`src/rtl/display_scan_ctrl_pkg.sv`:
```
// Shared types and constants for the multiplexed 4-digit seven-segment scanner.
package display_scan_ctrl_pkg;

    typedef enum logic {
        SHOW = 1'b0,
        DEAD = 1'b1
    } scan_state_e;

    localparam logic [7:0] SEG_OFF = 8'hFF;
    localparam logic [3:0] AN_OFF  = 4'hF;

    // Active-low g..a patterns for hex 0..F; bit7 is overridden by the decimal point.
    localparam logic [15:0][7:0] SEG_TABLE = {
        8'h8E, 8'h86, 8'hA1, 8'hC6, 8'h83, 8'h88, 8'h90, 8'h80,
        8'hF8, 8'h82, 8'h92, 8'h99, 8'hB0, 8'hA4, 8'hF9, 8'hC0
    };

endpackage

```
`src/rtl/display_scan_ctrl_if.sv`:
```
// Host-side shadow write port and frame-aligned update handshake.
interface display_scan_ctrl_if;
    logic       wr_en;
    logic [1:0] wr_addr;
    logic [4:0] wr_data;
    logic       upd_req;
    logic       upd_ack;

    modport master (
        output wr_en, wr_addr, wr_data, upd_req,
        input  upd_ack
    );

    modport slave (
        input  wr_en, wr_addr, wr_data, upd_req,
        output upd_ack
    );
endinterface

```
`src/rtl/display_scan_ctrl_seg7.sv`:
```
// Combinational hex-to-seven-segment decoder, active-low outputs.
module seg7_hex_dec
    import display_scan_ctrl_pkg::*;
(
    input  logic [3:0] in,
    input  logic       dp,
    output logic [7:0] out
);

    logic [7:0] pattern;

    assign pattern = SEG_TABLE[in];
    assign out     = {~dp, pattern[6:0]};

endmodule

```
`src/rtl/display_scan_ctrl.sv`:
```
// Scans four digits with dead time between them; shadow digits are committed
// to the displayed set only at a frame boundary so a frame never mixes data.
module display_scan_ctrl
    import display_scan_ctrl_pkg::*;
#(
    parameter int DIV_W     = 16,
    parameter int BLANK_CYC = 4
) (
    input  logic                clk,
    input  logic                rst_n,
    display_scan_ctrl_if.slave  bus,
    input  logic [3:0]          blank,
    output logic [7:0]          c,
    output logic [3:0]          AN
);

    localparam logic [7:0] DEAD_LAST = 8'(BLANK_CYC - 1);

    scan_state_e      state_q, state_d;
    logic [DIV_W-1:0] on_cnt_q, on_cnt_d;
    logic [7:0]       dead_cnt_q, dead_cnt_d;
    logic [1:0]       idx_q, idx_d;
    logic [3:0][4:0]  shadow_q, shadow_d;
    logic [3:0][4:0]  active_q, active_d;
    logic             pending_q, pending_d;
    logic             upd_ack_q, upd_ack_d;
    logic [7:0]       c_q, c_d;
    logic [3:0]       an_q, an_d;
    logic             commit;
    logic [4:0]       cur_digit;
    logic [7:0]       seg_out;

    assign cur_digit = active_q[idx_q];

    seg7_hex_dec u_dec (
        .in  (cur_digit[3:0]),
        .dp  (cur_digit[4]),
        .out (seg_out)
    );

    always_comb begin
        state_d    = state_q;
        on_cnt_d   = on_cnt_q;
        dead_cnt_d = dead_cnt_q;
        idx_d      = idx_q;
        commit     = 1'b0;
        case (state_q)
            SHOW: begin
                if (on_cnt_q == '1) begin
                    on_cnt_d = '0;
                    state_d  = DEAD;
                end else begin
                    on_cnt_d = on_cnt_q + DIV_W'(1);
                end
            end
            DEAD: begin
                if (dead_cnt_q == DEAD_LAST) begin
                    dead_cnt_d = '0;
                    idx_d      = idx_q + 2'd1;
                    state_d    = SHOW;
                    commit     = (idx_q == 2'd3) && pending_q;
                end else begin
                    dead_cnt_d = dead_cnt_q + 8'd1;
                end
            end
            default: state_d = SHOW;
        endcase
    end

    // Commit copies the registered shadow, so a same-edge write lands in shadow only.
    always_comb begin
        shadow_d = shadow_q;
        if (bus.wr_en) begin
            shadow_d[bus.wr_addr] = bus.wr_data;
        end
        active_d  = commit ? shadow_q : active_q;
        pending_d = commit ? bus.upd_req : (pending_q | bus.upd_req);
        upd_ack_d = commit;
    end

    always_comb begin
        an_d = AN_OFF;
        c_d  = SEG_OFF;
        if ((state_q == SHOW) && !blank[idx_q]) begin
            an_d = ~(4'b0001 << idx_q);
            c_d  = seg_out;
        end
    end

    always_ff @(posedge clk or negedge rst_n) begin
        if (!rst_n) begin
            state_q    <= SHOW;
            on_cnt_q   <= '0;
            dead_cnt_q <= '0;
            idx_q      <= '0;
            shadow_q   <= '0;
            active_q   <= '0;
            pending_q  <= 1'b0;
            upd_ack_q  <= 1'b0;
            c_q        <= SEG_OFF;
            an_q       <= AN_OFF;
        end else begin
            state_q    <= state_d;
            on_cnt_q   <= on_cnt_d;
            dead_cnt_q <= dead_cnt_d;
            idx_q      <= idx_d;
            shadow_q   <= shadow_d;
            active_q   <= active_d;
            pending_q  <= pending_d;
            upd_ack_q  <= upd_ack_d;
            c_q        <= c_d;
            an_q       <= an_d;
        end
    end

    assign bus.upd_ack = upd_ack_q;
    assign c           = c_q;
    assign AN          = an_q;

endmodule

```
`src/flat_wrapper.sv`:
```
// flat-port wrapper written by rule: the top's interface ports become plain ports
module display_scan_ctrl_flat import display_scan_ctrl_pkg::*;
#(
    parameter int DIV_W     = 16,
    parameter int BLANK_CYC = 4
)
  (clk, rst_n, blank, c, AN, bus_wr_en, bus_wr_addr, bus_wr_data, bus_upd_req, bus_upd_ack);
  display_scan_ctrl_if bus_i ();
  input  logic clk;
  input  logic rst_n;
  input  logic [3:0] blank;
  output logic [7:0] c;
  output logic [3:0] AN;
  input wire logic [$bits(bus_i.wr_en)-1:0] bus_wr_en;
  input wire logic [$bits(bus_i.wr_addr)-1:0] bus_wr_addr;
  input wire logic [$bits(bus_i.wr_data)-1:0] bus_wr_data;
  input wire logic [$bits(bus_i.upd_req)-1:0] bus_upd_req;
  output wire logic [$bits(bus_i.upd_ack)-1:0] bus_upd_ack;
  assign bus_i.wr_en = bus_wr_en;
  assign bus_i.wr_addr = bus_wr_addr;
  assign bus_i.wr_data = bus_wr_data;
  assign bus_i.upd_req = bus_upd_req;
  assign bus_upd_ack = bus_i.upd_ack;
  display_scan_ctrl #(.DIV_W(DIV_W), .BLANK_CYC(BLANK_CYC)) u_core (.clk(clk), .rst_n(rst_n), .bus(bus_i), .blank(blank), .c(c), .AN(AN));
endmodule
```
`config.mk`:
```
export PLATFORM = sky130hd
export DESIGN_NAME = display_scan_ctrl_flat
export DESIGN_NICKNAME = d
export VERILOG_FILES = /design/src/rtl/display_scan_ctrl_pkg.sv /design/src/rtl/display_scan_ctrl_if.sv /design/src/rtl/display_scan_ctrl_seg7.sv /design/src/rtl/display_scan_ctrl.sv /design/src/flat_wrapper.sv
export SDC_FILE = /design/constraint.sdc
export NUM_CORES = 1
export LEC_CHECK = 0
export CORE_MARGIN = 8
export CORE_UTILIZATION = 34
export DETAILED_ROUTE_END_ITERATION = 10
export SYNTH_ARGS = -nofsm -noshare
export SYNTH_HDL_FRONTEND = slang
export SYNTH_HIERARCHICAL = 1
export SYNTH_SLANG_ARGS = --single-unit
```
`constraint.sdc`:
```
create_clock -name clk -period 2.54 [get_ports clk]
set_input_delay 0.508 -clock clk [delete_from_list [all_inputs] [get_ports clk]]
set_output_delay 0.508 -clock clk [all_outputs]
set_load 0.005 [all_outputs]
```
==> impl_metrics.env <==
export IMPL_status="finished clean"
export IMPL_ctsResizeCount=0
export IMPL_nets=344
export IMPL_fmax_ghz=0.4307
export IMPL_relSlewSlack_pct=58.95
export IMPL_maxSlewViolCount=0
export IMPL_drtIter0Drc=128
export IMPL_globalplace_congestion=0.7869
export IMPL_p_per_area_nw_per_um2=546.0
export IMPL_cts_tree="done"
export IMPL_path_clk_slew_ns=0.09
export IMPL_grt_use_met2_pct=15.97
export IMPL_maxCapViolCount=0
export IMPL_synth_main_ff_cell="dfrtp_1"
export IMPL_insertion_delay_ns=0.35
export IMPL_grt_start_max_net_pins=38
export IMPL_antennaDiodeCount=0
export IMPL_cts_made_buffers=9
export IMPL_place_ws_ns=0.2170
export IMPL_slowest_stage="mux4_2"
export IMPL_grt_overflow_total=0
export IMPL_post_cts_buffers=0
export IMPL_worstReg2RegEnd="u_core/c[3]"
export IMPL_drtAntennaViolNets=0
export IMPL_finalWorstSetupSlack_ns=0.2181
export IMPL_clock_sinks=81
export IMPL_worst_path_buf_inv=2
export IMPL_tightest_slew_ns=0.6106
export IMPL_wl_per_cell_microns=14.62
export IMPL_die_area_sq_um=14760
export IMPL_yosysSeqAreaShare_pct=53.95
export IMPL_synth_edf_count=0
export IMPL_grt_pass1_vias=2339
export IMPL_drc=0
export IMPL_crit_top_cell="inv_1"
export IMPL_crit_path_max_fanout=7
export IMPL_grt_pass1_wl_microns=11670
export IMPL_cts_root_buf="clkbuf_8"
export IMPL_path_cells="mux4_2 > inv_1 > ha_1 > inv_1 > mux4_1 > or3_1"
export IMPL_fin_setup_tns_ns=0
export IMPL_hp_class="in -> async"
export IMPL_fin_crit_sh_pct=91.41
export IMPL_postSynth_asyncResetShare_pct=100.0
export IMPL_grt_util_all_layers_pct=9.875
export IMPL_synthDistinctLibCells=41
export IMPL_ir_worst_vdd_v=0.0002888
export IMPL_grt_util_met1_pct=12.11
export IMPL_cp_required_ns=2.81
export IMPL_vias=2167
export IMPL_finalSetupViolCount=0
export IMPL_critPathLaunchType="flop"
export IMPL_syn_to_final_growth_pct=16.43
export IMPL_reg2reg_from="u_core/idx_q[0]"
export IMPL_critPathTopFamily="multiplexers"
export IMPL_syn_cell_area_sq_um=3785
export IMPL_die_h_microns=121.5
export IMPL_critPathMaxStageDelay_ns=0.62
export IMPL_criticalPathCategory="reg -> reg"
export IMPL_hold_viol=0
export IMPL_ys_warn_count=6
export IMPL_p_leak_nw=1.962
export IMPL_initial_core_util_pct=34.91
export IMPL_antenna_found_initial=0
export IMPL_fin_skew_ns=0.009559
export IMPL_end_kind="flop"
export IMPL_rsz0062_at_grt="false"
export IMPL_syn_avg_cell_area_sq_um=13.52
export IMPL_dp_final_hpwl_microns=5039
export IMPL_grt_met3_usage_pct=3.257
export IMPL_ctsHoldBuffers=0
export IMPL_io_buffers=27
export IMPL_die_width_microns=121.5
export IMPL_worstPathArrival_ns=2.60
export IMPL_rrSetupSlack_ns=0.22
export IMPL_finalCriticalPeriod_ns=2.322
export IMPL_syn_inst=280
export IMPL_first_pass_iters=4
export IMPL_top_usage_layer="met2"
export IMPL_num_io_pins=28
export IMPL_htreeDepth=3
export IMPL_core_area_sq_um=10840
export IMPL_rows=38
export IMPL_wl_microns=6738
export IMPL_synth_seq_cells=81
export IMPL_vias_per_cell=4.701
export IMPL_drive_gt1_share_pct=28.04
export IMPL_synth_fp_nets=308
export IMPL_reg2reg_depth=6
export IMPL_cts_buffer_depth=2
## cells in the final DEF, fill, tap and decap left out, types with 2 or more instances in the layout
master,count
a21o_1,2
a21oi_1,2
a22o_1,3
and3_1,2
and4_1,2
buf_4,10
clkbuf_8,9
clkdlybuf4s50_1,26
dfrtp_1,69
dfstp_2,12
ha_1,13
inv_1,9
inv_6,3
mux2_2,24
mux2_4,19
mux2i_1,6
mux4_2,6
nand2_1,11
nand2b_1,3
nand3_1,11
nand3b_1,3
nand4_1,9
nor2_1,17
nor3_1,3
nor4_1,3
o21ai_0,2
or3_1,8
xnor2_1,13
xor2_1,6
## layout make-up
type,count,area [sq um]
Tap cell,140,175.2
Sequential cell,81,2042
Fill cell,1041,6434
Timing Repair Buffer,36,335.3
Multi-Input combinational cell,179,1638
Clock buffer,9,123.9
Clock inverter,7,58.81
Inverter,9,33.78
## registers in the layout, summed over array words and instances, names as in the netlist
register            count
u_core/c                8
u_core/on_cnt_q        16
u_core/bus.upd_ack      1
u_core/state_q          1
u_core/active_q        20
u_core/shadow_q        20
u_core/dead_cnt_q       8
u_core/AN               4
u_core/pending_q        1
u_core/idx_q            2
## per-stage QoR
stage | power, mW | instances | hold WS (ns) | utilization, % | instance area, sq um
2_1_floorplan | 1.476 | 280 | 0.2124 | - | 3785
3_3_place_gp | 1.566 | 445 | 0.4619 | 38.97 | 4224
3_5_place_dp | 1.572 | 445 | 0.4795 | 38.97 | 4224
4_1_cts | 2.453 | 461 | 0.1123 | 40.65 | 4407
5_1_grt | 2.520 | 461 | 0.1167 | 40.65 | 4407
6_report | 2.406 | 461 | 0.1014 | 40.65 | 4407
## worst reg2reg max path: cells and delay by family, from the launching register on
kind / cells / cell delay (ns)
flops: 1 / 0.46
mux: 2 / 1.08
simple gates: 1 / 0.35
buf+inv: 2 / 0.21
fa+ha+maj: 1 / 0.16
## worst max path at each step
| stage | start | to | slack [ns] | cells past startpoint |
|---|---|---|---|---|
| floorplan | u_core/idx_q[0] | u_core/c[3] | 0.17 | 7 |
| global placement | u_core/idx_q[0] | u_core/c[3] | 0.27 | 6 |
| detailed placement | u_core/idx_q[0] | u_core/c[3] | 0.22 | 6 |
| CTS | u_core/idx_q[0] | u_core/c[3] | 0.20 | 6 |
| global route | u_core/idx_q[0] | u_core/c[3] | 0.12 | 6 |
| finish | u_core/idx_q[0] | u_core/c[3] | 0.22 | 6 |
## routing by layer
layer  share of wire [%]  wire [microns]
met4                 1.4              93
met1                  47            3156
met5                   0               0
met3                 4.5             303
met2                  47            3184
## where the power goes
part	total [mW]	internal, mW	switching [mW]
registers	1.39	1.36	0.0356
logic	0.145	0.0855	0.0597
clock network	0.866	0.372	0.494
## synthesized netlist by cell type (all sizes together) (2+ instances only)
library cell	n	area share [%]
inv	9	0.89
nand3	11	1.5
clkbuf	3	0.30
and3	2	0.33
or3	8	1.3
dfrtp	69	46
nor2	17	1.7
mux2i	6	1.6
nand3b	3	0.59
mux2	43	15
mux4	7	4.3
xor2	6	1.4
and4	2	0.46
nand2	11	1.1
a22o	3	0.69
ha	13	4.3
o21ai	2	0.26
buf	8	1.6
nor4	4	0.83
dfstp	12	8.3
a21oi	2	0.26
a21o	2	0.40
xnor2	13	3.0
nand2b	3	0.50
nand4	10	2.0
nor3	3	0.40
## logic make-up (layout without fill, tap and decap cells)
family | after synthesis | count (layout) | synth area share [%]
flops | 81 | 81 | 53.95
mux | 56 | 56 | 20.53
compound gates | 11 | 11 | 2.050
fa+ha+maj | 13 | 13 | 4.298
buf+inv | 20 | 61 | 2.777
xor+xnor | 19 | 19 | 4.397
simple gates | 80 | 80 | 12.00
(Power assumes the default switching activity.)
